===== src/rtl/time_cmd_decoder_pkg.sv =====
// Shared definitions for the serial time-command decoder: ASCII codes,
// decoder state encoding and time-of-day limits.
package time_cmd_decoder_pkg;

  localparam logic [7:0] ASCII_0     = 8'h30;
  localparam logic [7:0] ASCII_9     = 8'h39;
  localparam logic [7:0] ASCII_R_UP  = 8'h52;
  localparam logic [7:0] ASCII_R_LO  = 8'h72;
  localparam logic [7:0] ASCII_C_UP  = 8'h43;
  localparam logic [7:0] ASCII_C_LO  = 8'h63;
  localparam logic [7:0] ASCII_S_UP  = 8'h53;
  localparam logic [7:0] ASCII_S_LO  = 8'h73;
  localparam logic [7:0] ASCII_CR    = 8'h0D;
  localparam logic [7:0] ASCII_LF    = 8'h0A;

  localparam logic [6:0] HOUR_MAX = 7'd23;
  localparam logic [6:0] MIN_MAX  = 7'd59;
  localparam logic [6:0] SEC_MAX  = 7'd59;

  localparam int NUM_DIGITS = 6;

  typedef enum logic [1:0] {
    ST_IDLE    = 2'd0,
    ST_DIGIT   = 2'd1,
    ST_WAIT_CR = 2'd2
  } state_e;

  // Two decimal digits to a 7-bit value (max 99), wide enough to range-check.
  function automatic logic [6:0] pair_value(input logic [3:0] tens, input logic [3:0] ones);
    return 7'(tens) * 7'd10 + 7'(ones);
  endfunction

endpackage


===== src/rtl/cmd_timeout_timer.sv =====
// Inter-byte timeout: counts while enabled, restarts on clear, and pulses
// expire (combinationally) on the cycle the count sits at TIMEOUT_CYC-1.
module cmd_timeout_timer #(
  parameter int TIMEOUT_CYC = 16
) (
  input  logic clk,
  input  logic rst,
  input  logic clear,
  input  logic enable,
  output logic expire
);

  localparam int W = (TIMEOUT_CYC > 1) ? $clog2(TIMEOUT_CYC) : 1;
  localparam logic [W-1:0] LAST = W'(TIMEOUT_CYC - 1);

  logic [W-1:0] cnt_q;
  logic         at_last;

  assign at_last = (cnt_q == LAST);
  assign expire  = enable && !clear && at_last;

  always_ff @(posedge clk or negedge rst) begin
    if (!rst) begin
      cnt_q <= '0;
    end else if (clear || !enable || at_last) begin
      cnt_q <= '0;
    end else begin
      cnt_q <= cnt_q + 1'b1;
    end
  end

endmodule


===== src/rtl/time_cmd_decoder.sv =====
// Serial command decoder: turns R/C/S bytes into stopwatch pulses and a
// range-checked hh:mm:ss load for the clock.
module time_cmd_decoder
  import time_cmd_decoder_pkg::*;
#(
  parameter int CLK_HZ      = 100_000_000,
  parameter int TIMEOUT_MS  = 1000,
  parameter int TIMEOUT_CYC = CLK_HZ / 1000 * TIMEOUT_MS
) (
  input  logic       clk,
  input  logic       rst,
  input  logic [7:0] rx_data,
  input  logic       rx_valid,
  output logic       o_btn_run,
  output logic       o_btn_clear,
  output logic       o_set_load,
  output logic [4:0] o_set_hour,
  output logic [5:0] o_set_min,
  output logic [5:0] o_set_sec,
  output logic       o_err,
  output logic       o_busy,
  output logic [1:0] dbg_state
);

  // Handshake: rx_valid is a one-cycle strobe with no back-pressure; a byte
  // is consumed on every cycle rx_valid is high, including back-to-back.

  state_e state_q, state_d;
  logic [2:0] count_q, count_d;
  logic [NUM_DIGITS-1:0][3:0] digit_q;
  logic dig_we;
  logic run_d, clr_d, load_d, err_d;
  logic expire;
  logic [6:0] hour_val, min_val, sec_val;
  logic in_range, is_digit;

  assign dbg_state = state_q;

  cmd_timeout_timer #(
    .TIMEOUT_CYC (TIMEOUT_CYC)
  ) u_timer (
    .clk    (clk),
    .rst    (rst),
    .clear  (rx_valid),
    .enable (state_q != ST_IDLE),
    .expire (expire)
  );

  assign is_digit = (rx_data >= ASCII_0) && (rx_data <= ASCII_9);
  assign hour_val = pair_value(digit_q[0], digit_q[1]);
  assign min_val  = pair_value(digit_q[2], digit_q[3]);
  assign sec_val  = pair_value(digit_q[4], digit_q[5]);
  assign in_range = (hour_val <= HOUR_MAX) && (min_val <= MIN_MAX) && (sec_val <= SEC_MAX);

  always_ff @(posedge clk or negedge rst) begin
    if (!rst) begin
      state_q <= ST_IDLE;
      count_q <= '0;
    end else begin
      state_q <= state_d;
      count_q <= count_d;
    end
  end

  // A received byte always takes priority over a coincident timeout.
  always_comb begin
    state_d = state_q;
    count_d = count_q;
    dig_we  = 1'b0;
    run_d   = 1'b0;
    clr_d   = 1'b0;
    load_d  = 1'b0;
    err_d   = 1'b0;
    if (rx_valid) begin
      unique case (state_q)
        ST_IDLE: begin
          if (rx_data == ASCII_R_UP || rx_data == ASCII_R_LO) begin
            run_d = 1'b1;
          end else if (rx_data == ASCII_C_UP || rx_data == ASCII_C_LO) begin
            clr_d = 1'b1;
          end else if (rx_data == ASCII_S_UP || rx_data == ASCII_S_LO) begin
            state_d = ST_DIGIT;
            count_d = '0;
          end else if (rx_data != ASCII_CR && rx_data != ASCII_LF) begin
            err_d = 1'b1;
          end
        end
        ST_DIGIT: begin
          if (is_digit) begin
            dig_we  = 1'b1;
            count_d = count_q + 3'd1;
            if (count_q == 3'(NUM_DIGITS - 1)) begin
              state_d = ST_WAIT_CR;
            end
          end else begin
            err_d   = 1'b1;
            state_d = ST_IDLE;
          end
        end
        ST_WAIT_CR: begin
          state_d = ST_IDLE;
          if (rx_data == ASCII_CR && in_range) begin
            load_d = 1'b1;
          end else begin
            err_d = 1'b1;
          end
        end
        default: begin
          state_d = ST_IDLE;
        end
      endcase
    end else if (expire) begin
      err_d   = 1'b1;
      state_d = ST_IDLE;
      count_d = '0;
    end
  end

  always_ff @(posedge clk or negedge rst) begin
    if (!rst) begin
      digit_q     <= '0;
      o_btn_run   <= 1'b0;
      o_btn_clear <= 1'b0;
      o_set_load  <= 1'b0;
      o_err       <= 1'b0;
      o_busy      <= 1'b0;
      o_set_hour  <= '0;
      o_set_min   <= '0;
      o_set_sec   <= '0;
    end else begin
      // ASCII '0'..'9' carry their value in the low nibble.
      if (dig_we) begin
        digit_q[count_q] <= rx_data[3:0];
      end
      o_btn_run   <= run_d;
      o_btn_clear <= clr_d;
      o_set_load  <= load_d;
      o_err       <= err_d;
      o_busy      <= (state_d != ST_IDLE);
      if (load_d) begin
        o_set_hour <= hour_val[4:0];
        o_set_min  <= min_val[5:0];
        o_set_sec  <= sec_val[5:0];
      end
    end
  end

endmodule


===== config.mk =====
export PLATFORM = sky130hd
export DESIGN_NAME = time_cmd_decoder
export DESIGN_NICKNAME = d
export VERILOG_FILES = /design/src/rtl/time_cmd_decoder_pkg.sv /design/src/rtl/cmd_timeout_timer.sv /design/src/rtl/time_cmd_decoder.sv
export SDC_FILE = /design/constraint.sdc
export NUM_CORES = 1
export LEC_CHECK = 0
export ABC_AREA = 1
export BUFFER_PORTS_ARGS = -buffer_cell sky130_fd_sc_hd__buf_2
export CORE_UTILIZATION = 55
export DETAILED_ROUTE_END_ITERATION = 8
export GPL_TIMING_DRIVEN = 0
export HOLD_SLACK_MARGIN = 0.12
export MAX_ROUTING_LAYER = met4
export PLACE_DENSITY = 0.74
export REMOVE_ABC_BUFFERS = 1
export SLEW_MARGIN = 10
export SYNTH_ARGS = -nofsm -noshare
export SYNTH_HDL_FRONTEND = slang
export SYNTH_SLANG_ARGS = --single-unit

===== constraint.sdc =====
create_clock -name clk -period 6.5 [get_ports clk]
set_clock_uncertainty 0.1 [all_clocks]
set_input_delay 0.65 -clock clk [delete_from_list [all_inputs] [get_ports clk]]
set_output_delay 0.65 -clock clk [all_outputs]
set_load 0.05 [all_outputs]

==> summary.txt <==
Setup path
  – RR Startpoint: digit_q[9]
  – Cells on worst reg2reg path: 14
  – Crit-path cells: ha_1 -> ha_1 -> inv_1 -> fa_1 -> nor2_2 -> nand3_1 -> nand3_1 -> nand2_1 -> nor2_1 -> nand3_1 -> nand3b_4 -> inv_4 -> nand2_1 -> nand2_1
  – Arr. time, crit path: 3.14 ns
  – Slowest cell on crit path: fa_1
  – Critical-path maximum fanout: 23
  – Top delay family on crit path: simple AND/OR/NAND/NOR gates
  – CP Data Required Time: 6.69 ns
  – Worst setup EP type: register
  – Critical Path Source Type: register
  – Critical path's largest stage delay: between 0.4 and 0.5 ns
  – Buf+Inv Stages, Crit Path: 2
  – Critical path class: reg2reg
  – RR Endpoint: o_set_hour[1]
  – Reg2reg setup slack: between 3 and 4 ns

Clock tree
  – Worst-path clk slew: roughly 0.080 ns
  – Post-cts sizing count: 0
  – Clock Sinks: 78
  – Root buf cell: clkbuf_8
  – H-Tree Depth: 3
  – Clk_lat worst skew: ~0.35 ns
  – CTS buffer count: 9
  – Clock Path Buffers: 2
  – CTS tree: done

Placed design
  – GPL Wtd Cong: roughly 0.88
  – Detail Placement HPWL: 6870 um
  – Pre-CTS setup slack: between 3 and 4 ns
  – Port bufs: 34
  – Cell total after placement: roughly 690

Power and ir drop
  – P per Cell Area: 182 nW/um2
  – Cell Int Power: between 0.7 and 0.8 mW
  – Switching pwr: 0.201 mW
  – Comb pwr share: 3.5%
  – Cell leakage power: roughly 2.5 nW
  – Clock share of power: 43.1%
  – Switching Fraction: around 22%
  – VDD IR-drop max: around 0.11 mV
  – Seq pwr share: between 50% and 60%

STA
  – Final period utilization: 45.5%
  – Worst-margin pin slew: slightly below 0.8 ns
  – Fin. Hold Viols: 0
  – Final worst setup slack: 3.54 ns
  – Final Setup Violations: 0
  – Setup TNS: 0 ns
  – Relative slew slack: a little under half
  – Fmax: about 0.34 GHz
  – Min Tclk post-route: ~3 ns
  – Slew Limit Fails: 0
  – RSZ-0062 raised after global routing: false

Logic synthesis
  – YS warnings: 0
  – Library cells used by synthesis: 40
  – Post-synthesis sequential area ratio: a little over two fifths
  – Main area contributors after synthesis: dfrtp_1 (43%), nand2_1 (13%), ha_1 (5.8%)
  – Number of synthesized register bits: slightly below 80
  – Top cell type's share of synthesized area: between 40% and 50%
  – Cell Area, Synth: roughly 4500 um2
  – Syn Inst Count: between 500 and 600
  – Syn avg cell area: about 8 um2
  – Cell taking the most area after synthesis: dfrtp_1

Cells and area
  – Ant diodes: 0
  – Syn-to-layout area delta: 11.2%
  – Leading cell type in the layout, fill and taps excluded: nand2_1
  – Final nets: between 600 and 700
  – Reg area: between 1500 and 2000 um2
  – Layout cell share with drive strength beyond 1: approximately 14%
  – Most frequent cells in the layout: nand2_1 (162), dfrtp_1 (78), inv_1 (62)
  – Multi-input logic area: 2260 um2
  – Filler Cells Inserted: approximately 690
  – Finished Layout Cells: 710

Floorplan
  – Core Footprint: roughly 7800 um2
  – I/O Pins: 35
  – Initial core utilization: about 58%
  – Row count: 32
  – Die X: 92.5 um
  – Die area: between 8000 and 9000 um2
  – Die Height: 92.5 um

Detailed routing
  – Drt drc: 0
  – WL/cell: approximately 13 um
  – DRT Pass-1 Iters: 5
  – Post-Route WL: a little over 9000 um
  – Iteration-0 DRC Markers: about 230
  – Detail Route Antenna Nets: 0
  – Routed metal-1 wirelength: 3950 um
  – Via count: between 3000 and 4000
  – Met2 Wirelength: between 4000 and 5000 um
  – Metal3 WL: 306 um
  – Via density: just over 5
  – Top Metal Used: met4

Min path
  – Min-Delay Endpoint: o_set_min[5]
  – Worst Hold Launch: o_set_min[5]
  – Hold Path Class: reg2reg
  – Hold Path Depth: 2

Run status
  – Status: complete, no violations

Global routing
  – GRT overflow: 0
  – Initial antenna violation count: 0
  – Tot GR Track Use: approximately a quarter
  – Largest net degree at the start of global routing: 63
  – First-pass GRT wire length: about 16000 um
  – Vias in the first global route: ~3700

Flow run
  – Max-cap violations: 0
==> worst min-delay path: cells and delay by family, from the launching register on <==
kind / cells / cell delay, ns
flip-flops: 1 / 0.34
AND/OR/NAND/NOR: 1 / 0.06
AO/OA/AOI/OAI: 1 / 0.05
==> area by class of cell <==
| class | instances | share of cell area [%] |
|---|---|---|
| clock buffer | 10 | 2.55 |
| clock inverter | 6 | 1.72 |
| inverter | 66 | 4.99 |
| multi-input combinational | 412 | 45.0 |
| sequential | 78 | 39.0 |
| tap | 102 | 2.55 |
| timing repair buffer | 36 | 4.19 |
==> worst max-delay path by stage <==
stage / from / end / cells after the start
2_1_floorplan: digit_q[9] / o_set_sec[3] / 14
5_1_grt: digit_q[9] / o_set_min[3] / 14
3_3_place_gp: digit_q[9] / o_set_min[0] / 14
4_1_cts: digit_q[9] / o_set_hour[1] / 14
3_5_place_dp: digit_q[9] / o_set_hour[1] / 14
6_report: digit_q[9] / o_set_hour[1] / 14
==> cells by family (layout without fill, tap and decap cells) <==
kind of cell             after synthesis  in the layout  share of synthesized area [%]
flip-flops                            78             78                           43.3
AO/OA/AOI/OAI                         56             56                           7.13
XOR/XNOR                              18             18                           3.50
adder cells (fa/ha/maj)               27             27                           8.49
AND/OR/NAND/NOR                      311            311                           30.9
buffers and inverters                 72            118                           6.63
==> routing by layer <==
layer,track usage (%),vias up
li1,-,1883
met1,29.0,1705
met2,43.3,80
met3,3.61,17
met4,9.24,0
met5,-,-
==> Yosys cell counts <==
library cell    n
buf_2           3
nand4_1         9
o22ai_1         1
buf_8           1
a221oi_1        1
or2_1           1
o2111ai_1       1
o21ai_1         3
nand3_1        35
o21ai_0        32
nor3_1         14
or2_2           1
nand3b_4        1
xor2_1          9
a31oi_1         1
nor2_8          1
or3_1           1
inv_1          62
nor2_4          3
nand2_2         8
a21oi_1         9
a211oi_1        2
nor2_2          4
o31ai_2         1
buf_6           1
nor3_2          3
nor2_1         61
inv_2           3
nand3_2         2
nand3b_1        2
ha_1           21
nor4_1          2
nand2_1       162
inv_4           1
dfrtp_1        78
xnor2_1         9
nand2_4         1
o21ai_2         5
fa_1            6
buf_4           1
==> flip-flops by register name (all words and copies together) (netlist names) <==
register and cells:
o_set_hour 5, digit_q 24, dbg_state 2, o_set_load 1
u_timer.cnt_q 27, o_set_min 6, o_set_sec 6, o_busy 1
o_btn_clear 1, o_err 1, o_btn_run 1, count_q 3
==> through the flow <==
| step | instance area (um2) | hold WS (ns) | utilization, % | power, mW |
|---|---|---|---|---|
| detailed placement | 4790 | 0.360 | 61.3 | 0.528 |
| global route | 5010 | 0.404 | 64.2 | 0.944 |
| CTS | 5010 | 0.380 | 64.2 | 0.917 |
| global placement | 4760 | 0.356 | 60.9 | 0.525 |
| floorplan | 4460 | 0.254 | - | 0.507 |
| finish | 5010 | 0.375 | 64.2 | 0.910 |
==> power by group through the flow <==
stage          Sequential (mW)  Clock (mW)  Combinational (mW)
2_1_floorplan            0.498           0             0.00934
3_3_place_gp             0.496           0              0.0290
3_5_place_dp             0.496           0              0.0321
4_1_cts                  0.486       0.398              0.0326
5_1_grt                  0.486       0.421              0.0365
6_report                 0.486       0.392              0.0321
==> timing repair <==
action,in CTS,in global routing
hold endpoints to repair,16,0
setup buffers,0,0
hold buffers,1,0
(Power assumes the default switching activity.)
